File: src/rtl/mips_multicycle_core.sv
// Multi-cycle MIPS integer-subset core with req/ack instruction and data memory ports.
// Optional performance counters (cycle_cnt, retire_cnt) are enabled by defining MIPS_PERF_CNT_EN.
module mips_multicycle_core #(
  parameter int DATA_W = 32,
  parameter int ADDR_W = 10,
  parameter int NREG   = 32
) (
  input  logic              clk,
  input  logic              rst_n,
  output logic              imem_req,
  output logic [ADDR_W-1:0] imem_addr,
  input  logic              imem_ack,
  input  logic [31:0]       imem_rdata,
  output logic              dmem_req,
  output logic              dmem_we,
  output logic [ADDR_W-1:0] dmem_addr,
  output logic [DATA_W-1:0] dmem_wdata,
  input  logic              dmem_ack,
  input  logic [DATA_W-1:0] dmem_rdata,
  output logic [DATA_W-1:0] value,
  output logic              value_valid,
  output logic              halted
`ifdef MIPS_PERF_CNT_EN
  ,
  output logic [31:0]       cycle_cnt,
  output logic [31:0]       retire_cnt
`endif
);

  localparam int RIDX_W = (NREG > 1) ? $clog2(NREG) : 1;

  typedef enum logic [2:0] {S_IF, S_ID, S_EX, S_MEM, S_WB, S_HALT} state_t;

  state_t                    state_q, state_d;
  logic [ADDR_W-1:0]         pc_q, pc_d, pc_inc;
  logic                      started_q, started_d;
  logic [DATA_W-1:0]         value_q, value_d;
  logic                      value_valid_q, value_valid_d;
  logic [DATA_W-1:0]         regs_q [NREG];

  logic [31:0]               ir_q, ir_d;
  logic signed [DATA_W-1:0]  a_q, a_d, b_q, b_d;
  logic [DATA_W-1:0]         res_q, res_d;
  logic [4:0]                dest_q, dest_d;
  logic                      store_q, store_d;

  logic signed [DATA_W-1:0]  imm;
  logic [DATA_W-1:0]         rs_val, rt_val;
  logic [5:0]                op, funct;
  logic                      rf_we;
  logic                      retire;
  logic                      unused_shamt;

  // Register index is usable when nonzero and below NREG.
  function automatic logic idx_ok(input logic [4:0] idx);
    return (idx != 5'd0) && ((32'(idx) >> RIDX_W) == 32'd0);
  endfunction

  assign op           = ir_q[31:26];
  assign funct        = ir_q[5:0];
  assign imm          = DATA_W'($signed(ir_q[15:0]));
  assign pc_inc       = pc_q + 1'b1;
  assign unused_shamt = ^ir_q[10:6];

  always_comb begin
    rs_val = '0;
    rt_val = '0;
    if (idx_ok(ir_q[25:21])) rs_val = regs_q[ir_q[21+RIDX_W-1:21]];
    if (idx_ok(ir_q[20:16])) rt_val = regs_q[ir_q[16+RIDX_W-1:16]];
  end

  always_comb begin
    state_d       = state_q;
    pc_d          = pc_q;
    started_d     = 1'b1;
    value_d       = value_q;
    value_valid_d = 1'b0;
    ir_d          = ir_q;
    a_d           = a_q;
    b_d           = b_q;
    res_d         = res_q;
    dest_d        = dest_q;
    store_d       = store_q;
    rf_we         = 1'b0;
    retire        = 1'b0;
    imem_req      = 1'b0;
    dmem_req      = 1'b0;
    case (state_q)
      S_IF: begin
        // First cycle after reset release only arms the fetch.
        if (started_q) begin
          imem_req = 1'b1;
          if (imem_ack) begin
            ir_d    = imem_rdata;
            state_d = S_ID;
          end
        end
      end
      S_ID: begin
        if (ir_q == 32'hFFFF_FFFF) begin
          state_d = S_HALT;
          retire  = 1'b1;
        end else begin
          a_d     = rs_val;
          b_d     = rt_val;
          state_d = S_EX;
        end
      end
      S_EX: begin
        state_d = S_IF;
        pc_d    = pc_inc;
        retire  = 1'b1;
        case (op)
          6'h00: begin
            dest_d  = ir_q[15:11];
            state_d = S_WB;
            pc_d    = pc_q;
            retire  = 1'b0;
            case (funct)
              6'h20:   res_d = a_q + b_q;
              6'h22:   res_d = a_q - b_q;
              6'h24:   res_d = a_q & b_q;
              6'h25:   res_d = a_q | b_q;
              6'h2A:   res_d = {{(DATA_W-1){1'b0}}, (a_q < b_q)};
              default: begin
                state_d = S_IF;
                pc_d    = pc_inc;
                retire  = 1'b1;
              end
            endcase
          end
          6'h08: begin
            res_d   = a_q + imm;
            dest_d  = ir_q[20:16];
            state_d = S_WB;
            pc_d    = pc_q;
            retire  = 1'b0;
          end
          6'h23, 6'h2B: begin
            res_d   = a_q + imm;
            store_d = (op == 6'h2B);
            state_d = S_MEM;
            pc_d    = pc_q;
            retire  = 1'b0;
          end
          6'h04: begin
            if (a_q == b_q) pc_d = pc_inc + imm[ADDR_W-1:0];
          end
          default: ;
        endcase
      end
      S_MEM: begin
        dmem_req = 1'b1;
        if (dmem_ack) begin
          if (store_q) begin
            pc_d    = pc_inc;
            state_d = S_IF;
            retire  = 1'b1;
          end else begin
            res_d   = dmem_rdata;
            dest_d  = ir_q[20:16];
            state_d = S_WB;
          end
        end
      end
      S_WB: begin
        rf_we = idx_ok(dest_q);
        if (rf_we) begin
          value_d       = res_q;
          value_valid_d = 1'b1;
        end
        pc_d    = pc_inc;
        state_d = S_IF;
        retire  = 1'b1;
      end
      default: ;
    endcase
  end

  always_ff @(posedge clk or negedge rst_n) begin
    if (!rst_n) begin
      state_q       <= S_IF;
      pc_q          <= '0;
      started_q     <= 1'b0;
      value_q       <= '0;
      value_valid_q <= 1'b0;
      for (int i = 0; i < NREG; i++) regs_q[i] <= '0;
    end else begin
      state_q       <= state_d;
      pc_q          <= pc_d;
      started_q     <= started_d;
      value_q       <= value_d;
      value_valid_q <= value_valid_d;
      if (rf_we) regs_q[dest_q[RIDX_W-1:0]] <= res_q;
    end
  end

  // Datapath holding registers carry no reset; outputs that expose them are gated.
  always_ff @(posedge clk) begin
    ir_q    <= ir_d;
    a_q     <= a_d;
    b_q     <= b_d;
    res_q   <= res_d;
    dest_q  <= dest_d;
    store_q <= store_d;
  end

  assign imem_addr   = pc_q;
  assign dmem_we     = dmem_req & store_q;
  assign dmem_addr   = dmem_req ? res_q[ADDR_W-1:0] : '0;
  assign dmem_wdata  = dmem_we ? b_q : '0;
  assign value       = value_q;
  assign value_valid = value_valid_q;
  assign halted      = (state_q == S_HALT);

`ifdef MIPS_PERF_CNT_EN
  logic [31:0] cycle_cnt_q, cycle_cnt_d, retire_cnt_q, retire_cnt_d;

  always_comb begin
    cycle_cnt_d  = cycle_cnt_q;
    retire_cnt_d = retire_cnt_q;
    if (state_q != S_HALT && cycle_cnt_q != 32'hFFFF_FFFF) cycle_cnt_d = cycle_cnt_q + 1'b1;
    if (retire && retire_cnt_q != 32'hFFFF_FFFF) retire_cnt_d = retire_cnt_q + 1'b1;
  end

  always_ff @(posedge clk or negedge rst_n) begin
    if (!rst_n) begin
      cycle_cnt_q  <= '0;
      retire_cnt_q <= '0;
    end else begin
      cycle_cnt_q  <= cycle_cnt_d;
      retire_cnt_q <= retire_cnt_d;
    end
  end

  assign cycle_cnt  = cycle_cnt_q;
  assign retire_cnt = retire_cnt_q;
`else
  logic unused_retire;
  assign unused_retire = retire;
`endif

endmodule

File: config.mk
export PLATFORM = sky130hd
export DESIGN_NAME = mips_multicycle_core
export DESIGN_NICKNAME = d
export VERILOG_FILES = /design/src/rtl/mips_multicycle_core.sv
export SDC_FILE = /design/constraint.sdc
export NUM_CORES = 2
export LEC_CHECK = 0
export BUFFER_PORTS_ARGS = -buffer_cell sky130_fd_sc_hd__clkbuf_2
export CORE_ASPECT_RATIO = 0.8
export CORE_MARGIN = 10
export CORE_UTILIZATION = 70
export CTS_BUF_LIST = sky130_fd_sc_hd__clkbuf_4 sky130_fd_sc_hd__clkbuf_8
export CTS_CLUSTER_SIZE = 12
export DETAILED_ROUTE_END_ITERATION = 10
export GPL_TIMING_DRIVEN = 0
export PLACE_DENSITY = 0.88
export SLEW_MARGIN = 20
export SYNTH_ARGS = -nofsm -noshare
export SYNTH_HDL_FRONTEND = slang
export SYNTH_SLANG_ARGS = --single-unit
File: constraint.sdc
create_clock -name clk -period 14 [get_ports clk]
set_input_delay 0 -clock clk [delete_from_list [all_inputs] [get_ports clk]]
set_output_delay 0 -clock clk [all_outputs]
set_load 0.005 [all_outputs]
# Word level (Yosys, flattened, before mapping)
# Cells that the tools add are included.
dict set report classes {
  add_sub_neg 5
  order_cmp 5
  n_eq_ne 26
  n_mux 40
  n_bitwise 7
  reduce_logical 20
}
# op n
set op_table {}
lappend op_table {{1024-bit bitwise mux} 1}
lappend op_table {{32-bit binary-select mux with 5-bit select} 2}
lappend op_table {{32-bit 2-to-1 mux} 8}
lappend op_table {{32-bit demux with 5-bit select} 1}
lappend op_table {{32-bit case mux with 5 select lines} 1}
lappend op_table {{32-bit case mux with 2 select lines} 2}
lappend op_table {{10-bit case mux with 3 select lines} 2}
lappend op_table {{10-bit 2-to-1 mux} 5}
lappend op_table {{6-bit == test (second input constant)} 7}
lappend op_table {{32-bit by 16-bit adder with 32-bit output} 1}
lappend op_table {{32-bit adder} 1}
lappend op_table {{32-bit AND} 1}
lappend op_table {{32-bit == test} 1}
lappend op_table {{32-bit == test (second input constant)} 1}
lappend op_table {{32-bit less-than comparator} 1}
lappend op_table {{32-bit OR} 1}
lappend op_table {{32-bit subtractor} 1}
lappend op_table {{5-bit case mux with 2 select lines} 2}
lappend op_table {{5-bit nonzero test} 4}
lappend op_table {{6-bit greater-or-equal comparator (second input constant)} 3}
lappend op_table {{3-bit 2-to-1 mux} 6}
lappend op_table {{5-bit inverter with 6-bit output} 3}
lappend op_table {{3-bit case mux with 5 select lines} 1}
lappend op_table {{2-bit inequality test (second input constant)} 6}
lappend op_table {{29 further kinds} 41}
dict set report totals {
  reg_bits 1205
  inputBits 68
  output_inout_bits 89
  elab_cells 146
}

# Logic depth before layout (Yosys ltp)
dict set report logic_depth {
  depth_word 6
  ltp_mapped 13
  depth_no_buf 13
}

# Worst setup path after synthesis
# OpenSTA, ideal clock, no wires.
dict set report synth_timing {
  path_kind {register to register}
  start {reg ir_q[16]}
  end {reg a_q[0] (enable)}
  t_arrival_ns 7.693
  required_time_ns 13.351
  slack_ns 5.658
  path_stages_with_launch 9
  path_buffers 4
  synth_period_minus_slack_ns 8.342
  cell_sequence {edfxtp_1 > buf_2 > buf_2 > buf_2 > clkbuf_1 > nand4_1 > nor3_1 > nand4_1 > nor4bb_1}
}
dict set report synth_via {
  elab_chain_len 3
}
# item line
set synth_rtl {}
lappend synth_rtl {{start: declaration} 41} ;# logic [31:0] ir_q, ir_d;
lappend synth_rtl {{start signal: assignment} 200} ;# ir_q <= ir_d;
lappend synth_rtl {{32-bit == test} 100} ;# if (ir_q == 32'hFFFF_FFFF) begin
lappend synth_rtl {{1-bit inverter (no source line)} n/a}
lappend synth_rtl {{2-bit AND reduction (no source line)} n/a}
lappend synth_rtl {{end signal: assignment} 201} ;# a_q <= a_d;
lappend synth_rtl {{end: declaration} 42} ;# logic signed [DATA_W-1:0] a_q, a_d, b_q, b_d;
# No other way between the ends.
# A chain may end at the register's enable or synchronous reset.

# Final worst setup path
dict set report layout_timing {
  start {reg ir_q[21]}
  end {reg a_q[13] (data pin)}
}
dict set report layout_via {
  elab_chain_len 4
  word_cells_on_any_way 5
  cone_classes {mux: 3; bitwise: 1; reduce/logical: 1}
}
# item line
set layout_rtl {}
lappend layout_rtl {{5-bit inverter with 6-bit output (not written as such)} 68} ;# if (idx_ok(ir_q[25:21])) rs_val = regs_q[ir_q[21+RIDX_W-1:21]];
lappend layout_rtl {{32-bit binary-select mux with 5-bit select} 68}
lappend layout_rtl {{32-bit 2-to-1 mux (not written as such) (2 in series)} 68}
# Parallel ways exist; a longest one is shown, timed or not. The select of a mux whose other input is x is not followed.

==> summary.md <==
| Metric | Value |
|---|---|
| Status | finished clean |
| Net switching power | 4.97 mW |
| Final Power | 12.7 mW |
| GR peak layer | met2 |
| Area growth syn-to-layout | 12.0% |
| Buffer count from post-CTS setup fixing | 0 |
| Root Buffer Master | clkbuf_8 |
| Post-synthesis async set-or-reset flop share | 88.9% |
| Dominant cell type by area after synthesis | dfrtp_1 |
| First-pass GRT wire length | between 300000 and 400000 um |
| Share of layout cells above drive strength 1 | between 30% and 40% |
| Cell variety after synth | 85 |
| Post-DP HPWL | about 200000 um |
| RR Endpoint | a_q[13]$_SDFFCE_PN0P_ |
| Count of flip-flops with a built-in enable after synthesis | roughly 130 |
| Nets | 5783 |
| Min-Delay Endpoint | res_q[17]$_DFFE_PP_ |
| Buf+Inv Stages, Crit Path | 6 |
| Io pins | approximately 160 |
| Worst reg2reg startpoint | ir_q[21]$_DFFE_PP_ |
| Hold Vio Cnt, Final | 0 |
| Worst-case clock skew | 0.0665 ns |
| VDD IR max | 0.128 mV |
| Worst setup margin | 8.22 ns |
| Crit path depth | 10 |
| Sequential Power Share | a little under two fifths |
| Buffers on Ports | 156 |
| Max-slew violations | 0 |
| Top cell type's share of synthesized area | between 30% and 40% |
| Initial antenna violation count | 23 |
| CP startpoint | ir_q[21]$_DFFE_PP_ |
| Max incr delay on CP | 1.01 ns |
| RSZ-0062 raised after global routing | no |
| CTS tree | built |
| FMAX | approximately 170 MHz |
| Synth Register Bits | between 1000 and 1500 |
| Cell Rows | 102 |
| Fin area | 76100 sq um |
| Internal | 7.74 mW |
| CP Capture Type | flop |
| Max Cap Viol | 0 |
| CTS Buf Count | 184 |
| Vias post-DR | roughly 56000 |
| Hold path start | dmem_rdata[17] |
| Worst R2R Setup Slack | 8.22 ns |
| Worst reg2reg path depth | 10 |
| Gr usage total | about half |
| Power per cell area | 167 nW/um^2 |
| Req. time, crit path | approximately 15 ns |
| Max Fanout on Critical Path | 10 |
| Initial drt markers | 9220 |
| Top area cells in the synthesized netlist | dfrtp_1, mux2_2, mux4_2 |
| DRT antenna net count | 0 |
| Register area share after synthesis | a little under half |
| Syn Nets | 5312 |
| Total iterations of the first detailed-routing run | 8 |
| Combinational share of power | approximately 37% |
| Post-route minimum period | 5.78 ns |
| Total wire length | 278000 um |
| Top_reg_cell synth | dfrtp_1 |
| Die width | roughly 370 um |
| Post-CTS resize count | 0 |
| RD Place Congestion | 1.04 |
| Worst-path cell chain | clkbuf_1 > buf_2 > buf_2 > buf_2 > buf_2 > buf_2 > mux2i_1 > o221ai_1 > o22ai_1 > nor2_1 |
| Setup CP Type | reg -> reg |
| WL/cell | 39.5 um |
| CTS HTree Levels | 4 |
| Post-DP Area | 70900 sq um |
| Initial core utilization | 70.3% |
| Leakage | between 30 and 40 nW |
| Max Root-Sink Buffers | 3 |
| GR Util met2 | 67.8% |
| Final worst path period share | about two fifths |
| Data arrival, critical path | 6.41 ns |
| Yosys warnings | 0 |
| Grt met3 use | 29.1% |
| CTS clock-pin slew for the worst setup and hold paths | 0.07 ns |
| Setup TNS | 0 ns |
| Vias in the first global route | 54830 |
| Vias per inst | slightly below 8 |
| Max_slew headroom | between 3 and 4% |
| Worst Hold Class | in -> reg |
| Largest net degree at the start of global routing | 93 |
| Placed Cells | 6580 |
| Mapped Area | 68000 sq um |
| CP delay by family, top | buffers and inverters |
| Clock power frac | 25.8% |
| CP Launch Type | flop |
| Hold Path Stages | 3 |
| Sw Share | 39.1% |
| Placeable Area | 96600 sq um |
| Remaining DRCs | 0 |
| Worst-Skew Late Latency | approximately 0.97 ns |
| TritonCTS Sinks | roughly 1200 |
| Met1 usage | between 50 and 60% |
| Place WS | around 9 ns |
| Die height | roughly 300 um |
| Most used cell, CP | buf_2 |
| Grt ovf | 0 |
| Non-Filler Instances | ~7000 |
| Post-Synthesis Mean Instance Area | 13.3 sq um |
| Cells after synthesis | 5103 |
| Cts hold-fix bufs | 107 |
| Worst-Margin Slew | roughly 1.4 ns |
| Highest-delay cell along the critical path | o22ai_1 |
| Die ar. | 110000 sq um |
| # setup viols final | 0 |
[worst register-to-register path: stages, from the launching register on]
cell and delay [ns]:
edfxtp_1 0.36, clkbuf_1 0.45, buf_2 0.39, buf_2 0.64
buf_2 0.77, buf_2 0.68, buf_2 0.56, mux2i_1 0.33
o221ai_1 0.21, o22ai_1 1.01, nor2_1 0.07
[power by group through the flow]
stage,registers [mW],clock network [mW],logic (mW)
5_1_grt,4.78,3.38,4.87
6_report,4.76,3.28,4.67
3_5_place_dp,4.75,0,4.35
3_3_place_gp,4.73,0,4.23
2_1_floorplan,4.56,0,2.92
4_1_cts,4.70,3.21,4.43
[logic make-up (layout without fill, tap and decap cells)]
| logic type | count (synthesis) | after routing | share of synthesized area [%] |
|---|---|---|---|
| other | 1 | 19 | 0.00552 |
| AND/OR/NAND/NOR | 577 | 577 | 4.10 |
| flip-flops | 1205 | 1205 | 45.4 |
| multiplexers | 1765 | 1765 | 36.1 |
| buffers and inverters | 612 | 1229 | 3.49 |
| adder cells (fa/ha/maj) | 141 | 141 | 2.64 |
| XOR/XNOR | 46 | 46 | 0.593 |
| AO/OA/AOI/OAI | 756 | 756 | 7.73 |
[sequential cells by signal, indices dropped and copies added (netlist names), 3 cells and up]
signal and cells:
a_q 32, b_q 32, dest_q 5, imem_addr 10, ir_q 32, regs_q 1024, res_q 32, state_q 3
value 32
[layer usage]
metal | vias up | part of all wire (%)
met5 | - | 0.11
met4 | 22 | 8.8
met3 | 1655 | 18
met2 | 5822 | 40
met1 | 27747 | 33
li1 | 20556 | -
[area by class of cell]
class / count / area (sq um)
Clock buffer: 285 / 3600
Multi-Input combinational cell: 3286 / 34800
Sequential cell: 1205 / 30800
Inverter: 113 / 424
Clock inverter: 47 / 417
Buffer: 499 / 2040
Antenna cell: 18 / 45.0
Timing Repair Buffer: 285 / 2320
Tap cell: 1300 / 1630
Fill cell: 5546 / 20500
[worst max-delay path by stage]
| stage | slack, ns | end |
|---|---|---|
| after detailed placement | 8.94 | a_q[12]$_SDFFCE_PN0P_ |
| final | 8.22 | a_q[13]$_SDFFCE_PN0P_ |
| after global routing | 8.53 | a_q[13]$_SDFFCE_PN0P_ |
| after CTS | 8.91 | a_q[13]$_SDFFCE_PN0P_ |
| after global placement | -12.85 | regs_q[264]$_DFFE_PN0P_ |
| after floorplan | 5.66 | a_q[0]$_SDFFCE_PN0P_ |
[synthesized netlist by cell type, types with 93 or more instances]
cell type,count
ha_1,137
edfxtp_1,134
clkbuf_1,369
nor3_1,103
dfrtp_1,1071
mux4_2,436
a21oi_1,177
o21ai_0,93
mux2_2,1115
inv_1,112
nor2_1,186
mux2i_1,214
nand2_1,97
[through the flow]
step                      hold WS, ns  utilization [%]
final                          0.0501             78.8
after global routing           0.0610             78.8
after detailed placement       0.0380             73.4
after CTS                      0.0167             78.7
after global placement          0.177             72.8
after floorplan                -0.296                -
[cell usage in the layout (no fill, tap or decap), types with 12 or more instances in the layout]
| master | instances |
|---|---|
| nand2_1 | 97 |
| clkbuf_8 | 235 |
| clkbuf_1 | 328 |
| a21oi_1 | 175 |
| nor3_1 | 99 |
| nor2_1 | 186 |
| mux2_2 | 1115 |
| dfrtp_1 | 1071 |
| buf_2 | 68 |
| inv_1 | 112 |
| buf_1 | 51 |
| xnor2_1 | 36 |
| clkbuf_4 | 51 |
| nor4_1 | 12 |
| o21bai_1 | 19 |
| nand3_1 | 28 |
| clkinv_2 | 22 |
| o21ai_0 | 93 |
| nand4_1 | 15 |
| mux2i_1 | 214 |
| nor2b_1 | 23 |
| buf_16 | 14 |
| dlygate4sd3_1 | 106 |
| a221oi_1 | 68 |
| and3_1 | 23 |
| or3_1 | 14 |
| o22ai_1 | 78 |
| o211ai_1 | 28 |
| nand2b_1 | 34 |
| edfxtp_1 | 134 |
| diode_2 | 18 |
| o221ai_1 | 63 |
| ha_1 | 137 |
| clkbuf_2 | 204 |
| a21o_1 | 25 |
| a211o_1 | 32 |
| a31oi_1 | 16 |
| mux4_2 | 436 |
| a211oi_1 | 48 |
| a22o_1 | 13 |
(Power assumes the default switching activity.)
